`src/rtl/text_buf_pkg.sv`:
```
// text_buf_pkg: shared state encoding, character constants and the
// printable-byte substitution used by the buffer dump path.
package text_buf_pkg;

   typedef enum logic [2:0] {
      S_IDLE, S_FETCH, S_LATCH, S_START, S_DATA, S_STOP, S_NEXT
   } state_t;

   localparam logic [7:0] CHAR_CR    = 8'h0D;
   localparam logic [7:0] CHAR_LF    = 8'h0A;
   localparam logic [7:0] CHAR_SPACE = 8'h20;
   localparam int         BUF_COLS   = 32;
   localparam int         BUF_ROWS   = 4;

   function automatic logic [7:0] printable(input logic [7:0] b);
      return (b < 8'h20 || b > 8'h7E) ? CHAR_SPACE : b;
   endfunction

endpackage

```
`src/rtl/uart_tx_core.sv`:
```
// uart_tx_core: 8N1 serialiser with a valid/ready byte input; tx is a register
// that trails the bit state by one cycle.
module uart_tx_core
   import text_buf_pkg::*;
#(
   parameter int CLKS_PER_BIT = 10417
) (
   input  logic       clk,
   input  logic       rst_n,
   input  logic [7:0] data_i,
   input  logic       valid_i,
   output logic       ready_o,
   output logic       frame_end_o,
   output logic       tx_o
);

   localparam int            CW     = $clog2(CLKS_PER_BIT);
   localparam logic [CW-1:0] RELOAD = CW'(CLKS_PER_BIT - 1);

   state_t        state_q, state_d;
   logic [CW-1:0] cnt_q, cnt_d;
   logic [2:0]    bit_q, bit_d;
   logic [7:0]    sh_q, sh_d;
   logic          tx_q, tx_d;
   logic          tick;

   assign tick        = cnt_q == '0;
   assign ready_o     = state_q == S_IDLE;
   assign frame_end_o = state_q == S_STOP && tick;
   assign tx_o        = tx_q;

   always_comb begin
      state_d = state_q;
      cnt_d   = (state_q == S_IDLE || tick) ? RELOAD : cnt_q - 1'b1;
      bit_d   = bit_q;
      sh_d    = sh_q;
      tx_d    = state_q == S_START ? 1'b0 : state_q == S_DATA ? sh_q[0] : 1'b1;
      case (state_q)
         S_IDLE:  if (valid_i) begin state_d = S_START; sh_d = data_i; end
         S_START: if (tick) begin state_d = S_DATA; bit_d = '0; end
         S_DATA:  if (tick) begin
            sh_d  = sh_q >> 1;
            bit_d = bit_q + 1'b1;
            if (bit_q == 3'd7) state_d = S_STOP;
         end
         S_STOP:  if (tick) state_d = S_IDLE;
         default: state_d = S_IDLE;
      endcase
   end

   always_ff @(posedge clk or negedge rst_n) begin
      if (!rst_n) begin
         state_q <= S_IDLE;
         cnt_q   <= RELOAD;
         bit_q   <= '0;
         sh_q    <= '0;
         tx_q    <= 1'b1;
      end else begin
         state_q <= state_d;
         cnt_q   <= cnt_d;
         bit_q   <= bit_d;
         sh_q    <= sh_d;
         tx_q    <= tx_d;
      end
   end

endmodule

```
`src/rtl/text_buffer_tx.sv`:
```
// text_buffer_tx: walks the character buffer in display order and streams it
// through uart_tx_core, one CR LF terminated line per row.
module text_buffer_tx
   import text_buf_pkg::*;
#(
   parameter int CLKS_PER_BIT = 10417,
   parameter int COL_START    = 24,
   parameter int NUM_ROWS     = 4
) (
   input  logic       clk,
   input  logic       reset,
   input  logic       start,
   output logic [1:0] rd_row,
   output logic [4:0] rd_col,
   input  logic [7:0] rd_data,
   output logic       tx,
   output logic       busy,
   output logic       done
);

   localparam logic [4:0] FIRST_COL = 5'(COL_START);
   localparam logic [4:0] LAST_COL  = 5'((COL_START + BUF_COLS - 1) % BUF_COLS);
   localparam logic [1:0] LAST_ROW  = 2'(NUM_ROWS - 1);

   // ph_q: 0 = buffer char in flight, 1 = CR in flight, 2 = LF in flight
   state_t     state_q, state_d;
   logic [1:0] row_q, row_d;
   logic [4:0] col_q, col_d;
   logic [1:0] ph_q, ph_d;
   logic       done_q, done_d;
   logic       valid, ready, frame_end;
   logic [7:0] byte_out;

   assign rd_row = row_q;
   assign rd_col = col_q;
   assign busy   = state_q != S_IDLE;
   assign done   = done_q;

   // CR/LF are offered straight from NEXT so they skip the fetch latency
   assign valid    = state_q == S_LATCH ||
                     (state_q == S_NEXT && (ph_q == 2'd1 || (ph_q == 2'd0 && col_q == LAST_COL)));
   assign byte_out = state_q == S_LATCH ? printable(rd_data) : (ph_q == 2'd0 ? CHAR_CR : CHAR_LF);

   always_comb begin
      state_d = state_q;
      row_d   = row_q;
      col_d   = col_q;
      ph_d    = ph_q;
      done_d  = 1'b0;
      case (state_q)
         S_IDLE:  if (start) begin
            state_d = S_FETCH;
            row_d   = '0;
            col_d   = FIRST_COL;
            ph_d    = '0;
         end
         S_FETCH: state_d = S_LATCH;
         S_LATCH: if (ready) state_d = S_START;
         S_START: if (frame_end) state_d = S_NEXT;
         S_NEXT:  if (valid) begin
            if (ready) begin state_d = S_START; ph_d = ph_q + 2'd1; end
         end else if (ph_q == 2'd0) begin
            col_d   = col_q + 5'd1;
            state_d = S_FETCH;
         end else if (row_q == LAST_ROW) begin
            state_d = S_IDLE;
            done_d  = 1'b1;
         end else begin
            row_d   = row_q + 2'd1;
            col_d   = FIRST_COL;
            ph_d    = '0;
            state_d = S_FETCH;
         end
         default: state_d = S_IDLE;
      endcase
   end

   always_ff @(posedge clk or negedge reset) begin
      if (!reset) begin
         state_q <= S_IDLE;
         row_q   <= '0;
         col_q   <= FIRST_COL;
         ph_q    <= '0;
         done_q  <= 1'b0;
      end else begin
         state_q <= state_d;
         row_q   <= row_d;
         col_q   <= col_d;
         ph_q    <= ph_d;
         done_q  <= done_d;
      end
   end

   uart_tx_core #(.CLKS_PER_BIT(CLKS_PER_BIT)) u_core (
      .clk         (clk),
      .rst_n       (reset),
      .data_i      (byte_out),
      .valid_i     (valid),
      .ready_o     (ready),
      .frame_end_o (frame_end),
      .tx_o        (tx)
   );

endmodule

```
`config.mk`:
```
export PLATFORM = sky130hd
export DESIGN_NAME = text_buffer_tx
export DESIGN_NICKNAME = d
export VERILOG_FILES = /design/src/rtl/text_buf_pkg.sv /design/src/rtl/uart_tx_core.sv /design/src/rtl/text_buffer_tx.sv
export SDC_FILE = /design/constraint.sdc
export NUM_CORES = 1
export LEC_CHECK = 0
export ABC_AREA = 1
export CELL_PAD_IN_SITES_DETAIL_PLACEMENT = 1
export CELL_PAD_IN_SITES_GLOBAL_PLACEMENT = 1
export CORE_ASPECT_RATIO = 0.5
export CORE_MARGIN = 2
export CORE_UTILIZATION = 40
export CTS_BUF_LIST = sky130_fd_sc_hd__clkbuf_8
export DETAILED_ROUTE_END_ITERATION = 10
export GPL_ROUTABILITY_DRIVEN = 1
export PLACE_DENSITY_LB_ADDON = 0.1
export SLEW_MARGIN = 10
export SYNTH_ARGS = -nofsm -noshare
export SYNTH_HDL_FRONTEND = slang
export SYNTH_SLANG_ARGS = --single-unit
export TNS_END_PERCENT = 100
```
`constraint.sdc`:
```
create_clock -name clk -period 1.6 [get_ports clk]
set_input_delay 0.16 -clock clk [delete_from_list [all_inputs] [get_ports clk]]
set_output_delay 0.16 -clock clk [all_outputs]
set_load 0.05 [all_outputs]
```
# Word level (Yosys, flattened, before mapping)
# Cells that the tools add are included.
# Widths: inputs -> output; s select.
# word_totals
reg_bits	42
elab_cells	107
# op_classes
n_addsub	5
order_cmp	2
eq_ne	25
mux	43
n_reduce_logical	22
# op_table
op	n
$mux 3	11
$mux 8	4
$mux 5	4
$mux 2	8
$pmux 8 s2	1
$pmux 3 s5	1
$reduce_and 5->1	3
$logic_not 14->1	1
$mux 14	1
$sub 14x1->14 const B	1
$eq 3x3->1 const B	4
$ne 2x2->1 const B	6
$pmux 3 s4	1
$pmux 5 s2	1
$eq 3x2->1 const B	3
$gt 8x7->1 const B	1
$lt 8x6->1 const B	1
$mux 1	8
$ne 2x1->1 const B	4
$pmux 2 s2	2
$logic_not 3->1	2
$ne 3x2->1 const B	2
$ne 3x3->1 const B	2
$pmux 3 s2	1
other kinds (15)	24

# Longest topological paths before layout
# depth
ltp_word	7
mapped_depth	14
mapped_depth_nobuf	13

# Modules after synthesis
# A second synthesis with hierarchy kept.
# hier_totals
cells_unflattened	337
area_unflattened_um2	2542.4
# by_module_without_submodules
module	n_inst	cells_per_inst	area_per_inst_um2
uart_tx_core	1	204	1627.8
text_buffer_tx	1	133	914.6

# Worst setup path before layout
# No wires, ideal clock.
# synth_timing
kind	reg-to-reg
from	reg col_q[1], in the netlist rd_col[1]
to	reg u_core.state_q[2]
t_arrival_ns	1.741
required_ns	1.483
setup_slack_ns	-0.258
stages_incl_launch_ff	12
period_less_slack_ns	1.858
cell_sequence	dfrtp_1 ha_1 nand2_2 nor2_1 nand2_1 nand2_2 nand2_2 buf_6 nand3_1 nand2_2 o21ai_1 inv_1
# synth_between
elab_chain_cells	7
# synth_lines
item	line_no	text
from (decl)	text_buffer_tx.sv:28	logic [4:0] col_q, col_d;
from (signal assigned)	text_buffer_tx.sv:88	col_q <= col_d;
$eq 5x5->1	text_buffer_tx.sv:41	(state_q == S_NEXT && (ph_q == 2'd1 || (ph_q == 2'd0 && col_q == LAST_COL)));
$logic_and 1x1->1	text_buffer_tx.sv:41	
$logic_or 1x1->1	text_buffer_tx.sv:41	
$logic_and 1x1->1	text_buffer_tx.sv:41	
$logic_or 1x1->1	text_buffer_tx.sv:40	assign valid = state_q == S_LATCH ||
$ne 2x1->1 (no line)	-	
$reduce_and 5->1 (no line)	-	
to (signal assigned)	uart_tx_core.sv:59	state_q <= state_d;
to (decl)	uart_tx_core.sv:20	state_t state_q, state_d;
# Every way passes these cells.
# A chain may end at the register's enable or synchronous reset.

# Worst setup path in the final report
# layout_timing
from	reg ph_q[0]
to	reg u_core.sh_q[4]
# layout_between
elab_chain_cells	7
# layout_lines
item	line_no	text
from (decl)	text_buffer_tx.sv:29	logic [1:0] ph_q, ph_d;
from (signal assigned)	text_buffer_tx.sv:89	ph_q <= ph_d;
$logic_not 2->1	text_buffer_tx.sv:41	
$logic_and 1x1->1	text_buffer_tx.sv:41	
$logic_or 1x1->1 *	text_buffer_tx.sv:41	
$logic_and 1x1->1 *	text_buffer_tx.sv:41	
$logic_or 1x1->1 *	text_buffer_tx.sv:40	
$ne 2x1->1 (no line) *	-	
$reduce_and 3->1 (no line) *	-	
to (signal assigned)	uart_tx_core.sv:56	sh_q <= '0;
to (signal assigned)	uart_tx_core.sv:62	sh_q <= sh_d;
to (decl)	uart_tx_core.sv:23	logic [7:0] sh_q, sh_d;
# Mark *: on every way between the ends. The rest lies on a longest branch, timed or not.

==> impl_metrics.ini <==
[run_status]
outcome = complete, no violations

[layout]
seqCellArea_um2 = 1060
area_delta_synth_final_pct = 35.7
nNetsFinal = 396
utilization = 0.554
drive_above_1_share = 0.349
multi_input_area_um2 = 1390
final_cell_mix = 67 x nand2_1, 35 x inv_1, 35 x buf_4, 32 x dfrtp_1, 28 x nor2_1
fill_cells = 761
final_area_um2 = 3330
final_common_cell = nand2_1
antenna_cells = 0

[hold_path]
hp-class = in -> async

[timing]
finalCriticalPeriod_ns = 1.58
hold_slack_ns = 0.311
tightest_slew_ns = 0.376
setup_viol_count_final = 0
min_period_over_period = 0.990
rsz0062_at_grt = yes
hold_viol_final = 0
tns_ns = 0
layout_setup_ws_ns = 0.0163
relSlewSlack = 0.750
fin_worst_skew_ns = 0.00839
max_freq_ghz = 0.631
drv_slew = 0

[critical_path]
path_cells = inv_2 > ha_4 > nand2_2 > nor2_1 > nand2_1 > nand2_2 > nand2_4 > nand2_4 > nand2_4 > nand2_8 > buf_12 > nand2_2 > o21ai_1
cpPeakStageDelay_ns = 0.40
arrival_ns = 1.82
end_kind = register
path_delay_family = simple AND/OR/NAND/NOR gates
path_class = reg -> reg
cp.required_ns = 1.84
cp_max_fo = 5
start_kind = register
critPathBufInv = 2
cpMaxStageDelayCell = dfrtp_1

[placed_design]
place_area_um2 = 2900
dpl.hpwl_um = 4790
dp_slack_ns = -0.0417
io_buffers = 20
gp_congestion = 0.825

[power_and_ir_drop]
ir_drop_v = 0.000325
power_density_nw_per_um2 = 559
p_leak_uw = 0.00169

[job]
cap_violations = 0

[yosys]
syn_area_um2 = 2450
syn_nets = 338
synth.distinct_cells = 30
async_reset_ff_frac = 1.00
synth_edf_count = 0
ys_seq_elements = 42
ys.flop_type = dfrtp_1
yosys_warnings = 0
syn_inst = 319
syn_avg_cell_area_um2 = 7.69
seq_area_frac_synth = 0.433

[clock_tree]
clk_latency_ns = 0.31
path_clk_slew_ns = 0.09
cts_tree = done
cts_buffers = 5
clockBufferDepth = 2
h-tree-depth = 2
clock-sinks = 42
cts-root-buf = clkbuf_8

[floorplan]
coreArea_um2 = 6010
die_area_um2 = 6810
pin_count = 21
fp.dieH_um = 59.4
initial_core_util = 0.408
fp.dieW_um = 115
core.rowCount = 20

[route]
viasPerCell = 5.05
drt.antenna.violating_nets = 0
routed_wl_um = 6720
routedWlPerCell_um = 14.8
vias = 2300
dr.pass1.iters = 4
drtIter0Drc = 81
drc = 0

[global_routing]
grt.overflow.total = 0
grt_usage = 0.208
grt_pass1_vias = 2313
antenna_found_initial = 0
grt_max_degree = 17
grt_pass1_wl_um = 10900
## layer usage
layer / share of wire / up-vias / GRT usage
met5: 0 / - / 0
met4: 0.011 / 0 / 0.0620
met3: 0.022 / 8 / 0.0491
met2: 0.51 / 20 / 0.374
met1: 0.46 / 1138 / 0.255
li1: - / 1134 / -
## sequential cells by signal, indices dropped and copies added, names as in the netlist
name and cells:
done 1, rd_row 2, state_q 3, u_core.tx_o 1
u_core.sh_q 8, ph_q 2, u_core.cnt_q 14, u_core.bit_q 3
u_core.state_q 3, rd_col 5
## cells in the mapped netlist, drive strengths merged, types with 4 or more instances
| library cell | count | share of area |
|---|---|---|
| o21ai | 23 | 0.050 |
| dfrtp | 34 | 0.35 |
| dfstp | 8 | 0.086 |
| a21oi | 11 | 0.022 |
| nand3 | 28 | 0.063 |
| nand2 | 90 | 0.15 |
| nor2 | 43 | 0.085 |
| inv | 46 | 0.070 |
| ha | 8 | 0.041 |
| nand4 | 8 | 0.020 |
| nor3 | 4 | 0.0082 |
## final cells by class
type,count,share of cell area
multi-input combinational,228,0.418
clock inverter,3,0.00526
sequential,42,0.320
timing repair buffer,54,0.152
inverter,46,0.0553
clock buffer,5,0.0207
tap,77,0.0289
## power by group
part	leakage (uW)	switching (uW)	internal [uW]	total, uW
Sequential	0.000508	4.72	1070	1080
Combinational	0.00114	41.8	34.1	75.9
Clock	0.0000493	407	302	710
Total	0.00169	454	1410	1860
## metrics by stage
stage                     power [uW]  std cells
after CTS                       1900        445
final                           1860        455
after floorplan                 1110        319
after global routing            1950        455
after global placement          1170        432
after detailed placement        1170        432
## what timing repair did
item,CTS,global route
cloned,0,1
hold buffers,1,0
gates resized for setup,10,53
endpoints found under the hold margin,12,0
setup buffers,4,9
pin swaps,3,13
setup endpoints to repair,16,29
## worst paths after layout
| path | end | from | depth (start not counted) | slack (ns) |
|---|---|---|---|---|
| max in group asynchronous | u_core.cnt_q[11] | reset | 3 | 0.68 |
| worst min register to register | u_core.sh_q[0] | u_core.sh_q[0] | 2 | 0.49 |
| worst min-delay path | rd_col[2] | reset | 2 | 0.31 |
| worst max register to register | u_core.sh_q[4] | ph_q[0] | 13 | 0.02 |
| min in group clk | u_core.sh_q[0] | u_core.sh_q[0] | 2 | 0.49 |
| worst max-delay path | u_core.sh_q[4] | ph_q[0] | 13 | 0.02 |
## worst reg2reg max path, stage by stage, from the launching register on
cell     delay (ns)
dfrtp_1        0.40
inv_2          0.08
ha_4           0.14
nand2_2        0.05
nor2_1         0.09
nand2_1        0.07
nand2_2        0.10
nand2_4        0.08
nand2_4        0.09
nand2_4        0.07
nand2_8        0.10
buf_12         0.12
nand2_2        0.05
o21ai_1        0.08
## cells by family after synthesis
kind of cell | count (synthesis) | synth area share
adder cells (fa/ha/maj) | 8 | 0.0408
buffers and inverters | 49 | 0.0842
AND/OR/NAND/NOR | 180 | 0.349
XOR/XNOR | 2 | 0.00714
AO/OA/AOI/OAI | 38 | 0.0857
flip-flops | 42 | 0.433
Note: power is estimated with default switching activity, not from simulation.
